## src/rtl/regfile_wr_arbiter_if.sv

```systemverilog
// Handshake and write-port bundle shared by the register-file write arbiter and its requesters.
// Master drives requests and clr_start; slave (the arbiter) drives readies and the rf_* port.
interface regfile_wr_arbiter_if #(
  parameter int unsigned DATA_W = 32,
  parameter int unsigned ADDR_W = 4
);
  logic              req0_valid;
  logic [ADDR_W-1:0] req0_addr;
  logic [DATA_W-1:0] req0_data;
  logic              req0_ready;
  logic              req1_valid;
  logic [ADDR_W-1:0] req1_addr;
  logic [DATA_W-1:0] req1_data;
  logic              req1_ready;
  logic              clr_start;
  logic              rf_wr_en;
  logic [ADDR_W-1:0] rf_wr_addr;
  logic [DATA_W-1:0] rf_wr_data;
  logic [1:0]        wr_src;
  logic              busy;

  modport master (
    output req0_valid, req0_addr, req0_data, req1_valid, req1_addr, req1_data, clr_start,
    input  req0_ready, req1_ready, rf_wr_en, rf_wr_addr, rf_wr_data, wr_src, busy
  );

  modport slave (
    input  req0_valid, req0_addr, req0_data, req1_valid, req1_addr, req1_data, clr_start,
    output req0_ready, req1_ready, rf_wr_en, rf_wr_addr, rf_wr_data, wr_src, busy
  );
endinterface

```

## src/rtl/regfile_wr_arbiter.sv

```systemverilog
// Round-robin arbiter for the register file's single write port, with a clear sweep that
// zeroes every register after reset or on clr_start while holding off both requesters.
module regfile_wr_arbiter #(
  parameter int unsigned DATA_W = 32,
  parameter int unsigned ADDR_W = 4,
  parameter int unsigned NREGS  = 16
) (
  input logic               clk,
  input logic               clr,
  regfile_wr_arbiter_if.slave bus
);

  typedef enum logic [0:0] {StClear, StArb} state_e;

  state_e            state_q;
  logic [ADDR_W-1:0] cnt_q;
  logic              last_q;
  logic              gnt_valid;
  logic              gnt_id;
  logic              arb_open;

  // Tie goes to the port that did not win most recently.
  always_comb begin
    gnt_valid = bus.req0_valid | bus.req1_valid;
    gnt_id    = 1'b0;
    if (bus.req0_valid && bus.req1_valid) begin
      gnt_id = ~last_q;
    end else if (bus.req1_valid) begin
      gnt_id = 1'b1;
    end
  end

  assign arb_open       = (state_q == StArb) && !bus.clr_start;
  assign bus.req0_ready = arb_open && gnt_valid && !gnt_id;
  assign bus.req1_ready = arb_open && gnt_valid && gnt_id;
  assign bus.busy       = (state_q == StClear);

  always_ff @(posedge clk or negedge clr) begin
    if (!clr) begin
      state_q        <= StClear;
      cnt_q          <= '0;
      last_q         <= 1'b1;
      bus.rf_wr_en   <= 1'b0;
      bus.rf_wr_addr <= '0;
      bus.rf_wr_data <= '0;
      bus.wr_src     <= 2'b00;
    end else begin
      unique case (state_q)
        StClear: begin
          bus.rf_wr_en   <= 1'b1;
          bus.rf_wr_addr <= cnt_q;
          bus.rf_wr_data <= '0;
          bus.wr_src     <= 2'b00;
          cnt_q          <= cnt_q + 1'b1;
          if (cnt_q == ADDR_W'(NREGS - 1)) begin
            state_q <= StArb;
          end
        end
        StArb: begin
          if (bus.clr_start) begin
            bus.rf_wr_en <= 1'b0;
            cnt_q        <= '0;
            state_q      <= StClear;
          end else if (gnt_valid) begin
            bus.rf_wr_en   <= 1'b1;
            bus.rf_wr_addr <= gnt_id ? bus.req1_addr : bus.req0_addr;
            bus.rf_wr_data <= gnt_id ? bus.req1_data : bus.req0_data;
            bus.wr_src     <= {gnt_id, ~gnt_id};
            last_q         <= gnt_id;
          end else begin
            bus.rf_wr_en <= 1'b0;
          end
        end
        default: state_q <= StClear;
      endcase
    end
  end

endmodule

```

## src/flat_wrapper.sv

```systemverilog
// flat-port wrapper written by rule: the top's interface ports become plain ports
module regfile_wr_arbiter_flat 
#(
  parameter int unsigned DATA_W = 32,
  parameter int unsigned ADDR_W = 4,
  parameter int unsigned NREGS  = 16
)
  (clk, clr, bus_req0_valid, bus_req0_addr, bus_req0_data, bus_req1_valid, bus_req1_addr, bus_req1_data, bus_clr_start, bus_req0_ready, bus_req1_ready, bus_rf_wr_en, bus_rf_wr_addr, bus_rf_wr_data, bus_wr_src, bus_busy);
  regfile_wr_arbiter_if #(.DATA_W(DATA_W), .ADDR_W(ADDR_W)) bus_i ();
  input logic clk;
  input logic clr;
  input wire logic [$bits(bus_i.req0_valid)-1:0] bus_req0_valid;
  input wire logic [$bits(bus_i.req0_addr)-1:0] bus_req0_addr;
  input wire logic [$bits(bus_i.req0_data)-1:0] bus_req0_data;
  input wire logic [$bits(bus_i.req1_valid)-1:0] bus_req1_valid;
  input wire logic [$bits(bus_i.req1_addr)-1:0] bus_req1_addr;
  input wire logic [$bits(bus_i.req1_data)-1:0] bus_req1_data;
  input wire logic [$bits(bus_i.clr_start)-1:0] bus_clr_start;
  output wire logic [$bits(bus_i.req0_ready)-1:0] bus_req0_ready;
  output wire logic [$bits(bus_i.req1_ready)-1:0] bus_req1_ready;
  output wire logic [$bits(bus_i.rf_wr_en)-1:0] bus_rf_wr_en;
  output wire logic [$bits(bus_i.rf_wr_addr)-1:0] bus_rf_wr_addr;
  output wire logic [$bits(bus_i.rf_wr_data)-1:0] bus_rf_wr_data;
  output wire logic [$bits(bus_i.wr_src)-1:0] bus_wr_src;
  output wire logic [$bits(bus_i.busy)-1:0] bus_busy;
  assign bus_i.req0_valid = bus_req0_valid;
  assign bus_i.req0_addr = bus_req0_addr;
  assign bus_i.req0_data = bus_req0_data;
  assign bus_i.req1_valid = bus_req1_valid;
  assign bus_i.req1_addr = bus_req1_addr;
  assign bus_i.req1_data = bus_req1_data;
  assign bus_i.clr_start = bus_clr_start;
  assign bus_req0_ready = bus_i.req0_ready;
  assign bus_req1_ready = bus_i.req1_ready;
  assign bus_rf_wr_en = bus_i.rf_wr_en;
  assign bus_rf_wr_addr = bus_i.rf_wr_addr;
  assign bus_rf_wr_data = bus_i.rf_wr_data;
  assign bus_wr_src = bus_i.wr_src;
  assign bus_busy = bus_i.busy;
  regfile_wr_arbiter #(.DATA_W(DATA_W), .ADDR_W(ADDR_W), .NREGS(NREGS)) u_core (.clk(clk), .clr(clr), .bus(bus_i));
endmodule
```

## config.mk

```make
export PLATFORM = sky130hd
export DESIGN_NAME = regfile_wr_arbiter_flat
export DESIGN_NICKNAME = d
export VERILOG_FILES = /design/src/rtl/regfile_wr_arbiter_if.sv /design/src/rtl/regfile_wr_arbiter.sv /design/src/flat_wrapper.sv
export SDC_FILE = /design/constraint.sdc
export NUM_CORES = 1
export LEC_CHECK = 0
export CORE_MARGIN = 2
export CORE_UTILIZATION = 30
export DETAILED_ROUTE_END_ITERATION = 16
export PLACE_DENSITY = 0.65
export SLEW_MARGIN = 15
export SYNTH_ARGS = -nofsm -noshare
export SYNTH_HDL_FRONTEND = slang
export SYNTH_SLANG_ARGS = --single-unit
```

## constraint.sdc

```tcl
create_clock -name clk -period 3.3 [get_ports clk]
set_input_delay 0.495 -clock clk [delete_from_list [all_inputs] [get_ports clk]]
set_output_delay 0.495 -clock clk [all_outputs]
set_load 0.02 [all_outputs]
```

==> impl_results.rst <==
.. list-table::
   :header-rows: 1

   * - Metric
     - Value
   * - Result of the run
     - finished clean
   * - Total wire length
     - 5.33 mm
   * - Worst-margin pin slew
     - 0.971 ns
   * - Final Hold Violating Endpoints
     - 0
   * - Count of boundary I/O pins
     - about 120
   * - Maximum capacitance violations
     - 0
   * - Worst Path Required
     - 2.80 ns
   * - Final Critical Period
     - between 2 and 3 ns
   * - Arrival time worst endpoint
     - 2.10 ns
   * - Number of cells on the worst reg-to-reg path
     - 5
   * - Pin count of the biggest net entering global routing
     - 46
   * - Initial antenna violation count
     - 0
   * - DR iter-0 viols
     - 20
   * - Cts hold-fix bufs
     - 0
   * - Reg power frac
     - 39.2%
   * - Root buffer cell
     - sky130_fd_sc_hd__clkbuf_8
   * - Share of cells above drive strength 1
     - 6.34%
   * - Cell count after synthesis
     - 165
   * - Portion of the clock cycle consumed by the worst path in the final layout
     - 78.7%
   * - Worst clock skew on the final layout
     - 0.00530 ns
   * - Routed len/inst
     - between 10 and 15 µm
   * - Deepest level of the CTS H-tree
     - 2
   * - Number of port buffers
     - 118
   * - Share of flip-flops with an asynchronous set or reset
     - between 90% and 100%
   * - Cell row count
     - 30
   * - Net switching power of the design
     - 598 µW
   * - Area added between synthesis and finish
     - 66.3%
   * - Endpoint of the worst setup timing path
     - bus_req0_ready
   * - Filler cell count in the final layout
     - 641
   * - Max Fclk
     - between 0.3 and 0.4 GHz
   * - Proportion of total power due to net switching
     - 31.5%
   * - Number of distinct library cell variants in the gate-level netlist after synthesis
     - 29
   * - Antenna diode count
     - 0
   * - Launch point of the critical path
     - u_core.state_q$_DFF_PN0_
   * - Critical Path Sink Type
     - output pin
   * - Drc violations
     - 0
   * - Power per standard cell area
     - 544 nW/µm²
   * - Fin. max-slew vios
     - 0
   * - Setup-failing EPs final
     - 0
   * - Clock tree from TritonCTS
     - done
   * - Worst Path Max Fanout
     - 15
   * - Via count of the first global-routing pass
     - 1821
   * - Gpl congestion
     - 0.736
   * - Layout net count
     - 361
   * - Total leakage power
     - 1.47 nW
   * - Die Ht
     - roughly 88 µm
   * - Worst voltage drop across the vdd grid
     - 338 µV
   * - Mapped Nets
     - about 240
   * - Number of enable-type register cells in the synthesized netlist
     - 0
   * - GRT Total Usage
     - 13.8%
   * - Setup repair after global routing missed its margin
     - no
   * - Clock share of power
     - 25.5%
   * - Count of TritonRoute iterations in the first routing pass
     - 4
   * - Multi-input gate area in the final layout
     - 882 µm²
   * - Int Pwr
     - 1.30 mW
   * - Flop and latch count out of synthesis
     - 45
   * - Routed Antenna Nets
     - 0
   * - Max clock buf depth
     - 2
   * - Setup_tns
     - 0 ns
   * - Final hold slack
     - about 0.35 ns
   * - CORE AREA
     - between 6000 and 7000 µm²
   * - Clock insertion delay at the later pin of the skew report
     - 0.29 ns
   * - HP Class
     - in2async
   * - Proportion of synthesized chip area in sequential cells
     - a little over half
   * - Clock transition at path regs
     - about 0.080 ns
   * - RR Startpoint
     - u_core.state_q$_DFF_PN0_
   * - Critical path class
     - reg2out
   * - Max-slew headroom
     - 35.3%
   * - DR vias/cell
     - 4.66
   * - Total vias in the final route
     - 1770
   * - Starting density of the core
     - 30.9%
   * - Sequential cell area
     - 1130 µm²
   * - Share of power burned in combinational logic
     - a little over a third
   * - Die span in x
     - about 88 µm
   * - Wire length of the first global-routing pass
     - roughly 8.4 mm
   * - Cts bufs inserted
     - 5
   * - Total chip power
     - 1.90 mW
   * - Die area
     - 7690 µm²
   * - Destination of the worst register-to-register timing path
     - u_core.bus.rf_wr_addr[3]$_DFFE_PN0P_
   * - Post-CTS setup buffers
     - 0
   * - HPWL after detailed placement
     - 3.95 mm
   * - Remaining Overflow, GRT
     - 0
   * - Worst reg2reg setup slack
     - 1.63 ns
   * - # resized after CTS
     - 0
   * - Critical Path Start Type
     - flip-flop
   * - Number of warning messages in the yosys log
     - 0
   * - Clock net sink count
     - 45
   * - Avg Inst Size Synth
     - around 13 µm²
   * - Syn Std Cell Area
     - 2100 µm²
   * - Dominant register cell in the synthesized netlist
     - sky130_fd_sc_hd__dfrtp_1
cell usage in the layout, fill, tap and decap left out, drive strengths merged, types with 2 or more instances in the layout:
cell type,netlist,layout
clkbuf,5,5
nand2,3,3
o2bb2ai,34,34
clkdlybuf4s50,0,117
nor2,4,4
a21o,2,2
buf,8,7
nand2b,2,2
a21oi,3,3
mux2i,36,36
xnor2,2,2
bufinv,0,2
and2,2,2
inv,3,3
o22ai,3,3
o21ai,2,2
dfrtp,44,44
nand3,3,3
layer usage:
| layer | routed length, µm | GRT usage, % | vias up |
|---|---|---|---|
| met5 | 0 | 0 | - |
| met4 | 32 | 3.36 | 0 |
| met3 | 580 | 4.81 | 4 |
| met2 | 2310 | 22.0 | 90 |
| met1 | 2420 | 18.2 | 820 |
| li1 | - | - | 856 |
power groups by stage:
stage / sequential (mW) / combinational [mW] / clock [mW]
2_1_floorplan: 0.802 / 0.322 / 0
4_1_cts: 0.746 / 0.684 / 0.501
3_3_place_gp: 0.749 / 0.680 / 0
3_5_place_dp: 0.752 / 0.684 / 0
6_report: 0.745 / 0.672 / 0.485
5_1_grt: 0.763 / 0.737 / 0.530
critical path: stages (launching register included):
cell	delay (ns)
sky130_fd_sc_hd__dfrtp_1	0.61
sky130_fd_sc_hd__nor2b_1	0.19
sky130_fd_sc_hd__buf_4	0.15
sky130_fd_sc_hd__o21ai_2	0.06
sky130_fd_sc_hd__nor2_1	0.17
sky130_fd_sc_hd__clkdlybuf4s50_1	0.64
through the flow:
step                      utilization [%]  worst slack, ns  instances  area (µm²)
after global placement               49.5            0.656        372        3360
after CTS                            51.5            0.643        380        3500
after global routing                 51.5            0.519        380        3500
final                                51.5            0.702        380        3500
after detailed placement             49.5            0.665        372        3360
after floorplan                         -             1.49        165        2100
how the worst min path moves through the flow:
stage	startpoint	endpoint	slack, ns	cells past startpoint
global route	clr	u_core.bus.rf_wr_addr[2]$_DFFE_PN0P_	0.44	1
finish	clr	u_core.bus.rf_wr_addr[2]$_DFFE_PN0P_	0.35	1
detailed placement	u_core.bus.wr_src[1]$_DFFE_PN0P_	u_core.bus.wr_src[1]$_DFFE_PN0P_	0.47	1
floorplan	clr	u_core.bus.rf_wr_addr[0]$_DFFE_PN0P_	0.20	0
CTS	clr	u_core.bus.rf_wr_addr[2]$_DFFE_PN0P_	0.39	1
global placement	u_core.bus.wr_src[1]$_DFFE_PN0P_	u_core.bus.wr_src[1]$_DFFE_PN0P_	0.46	1
sequential cells by signal, summed over array words and instances (netlist names):
register	count
u_core.state_q	1
u_core.last_q	1
u_core.cnt_q	4
u_core.bus.wr_src	2
u_core.bus.rf_wr_en	1
u_core.bus.rf_wr_addr	4
u_core.bus.rf_wr_data	32
layout make-up:
| type | count | share of cell area (%) |
|---|---|---|
| clock buffer | 5 | 1.97 |
| clock inverter | 3 | 1.86 |
| inverter | 3 | 0.322 |
| multi-input combinational | 104 | 25.2 |
| sequential | 45 | 32.2 |
| tap | 96 | 3.44 |
| timing repair buffer | 124 | 34.9 |
cell families (layout without fill, tap and decap cells):
kind of cell | Yosys count | count (layout) | share of synthesized area, %
AO/OA/AOI/OAI | 50 | 50 | 19.6
XOR/XNOR | 2 | 2 | 0.833
multiplexers | 36 | 36 | 17.1
flip-flops | 45 | 45 | 53.6
AND/OR/NAND/NOR | 15 | 15 | 3.45
buffers and inverters | 16 | 135 | 4.76
adder cells (fa/ha/maj) | 1 | 1 | 0.595
synth_stat cells, types with 3 or more instances:
cell type / instances / area (µm²)
sky130_fd_sc_hd__o2bb2ai_1: 34 / 298
sky130_fd_sc_hd__a21oi_1: 3 / 15.0
sky130_fd_sc_hd__clkbuf_1: 3 / 11.3
sky130_fd_sc_hd__nor2_1: 4 / 15.0
sky130_fd_sc_hd__o22ai_1: 3 / 18.8
sky130_fd_sc_hd__inv_1: 3 / 11.3
sky130_fd_sc_hd__nand3_1: 3 / 15.0
sky130_fd_sc_hd__dfrtp_1: 44 / 1100
sky130_fd_sc_hd__mux2i_1: 36 / 360
sky130_fd_sc_hd__buf_4: 4 / 30.0
sky130_fd_sc_hd__nand2_1: 3 / 11.3
(Power assumes the default switching activity.)
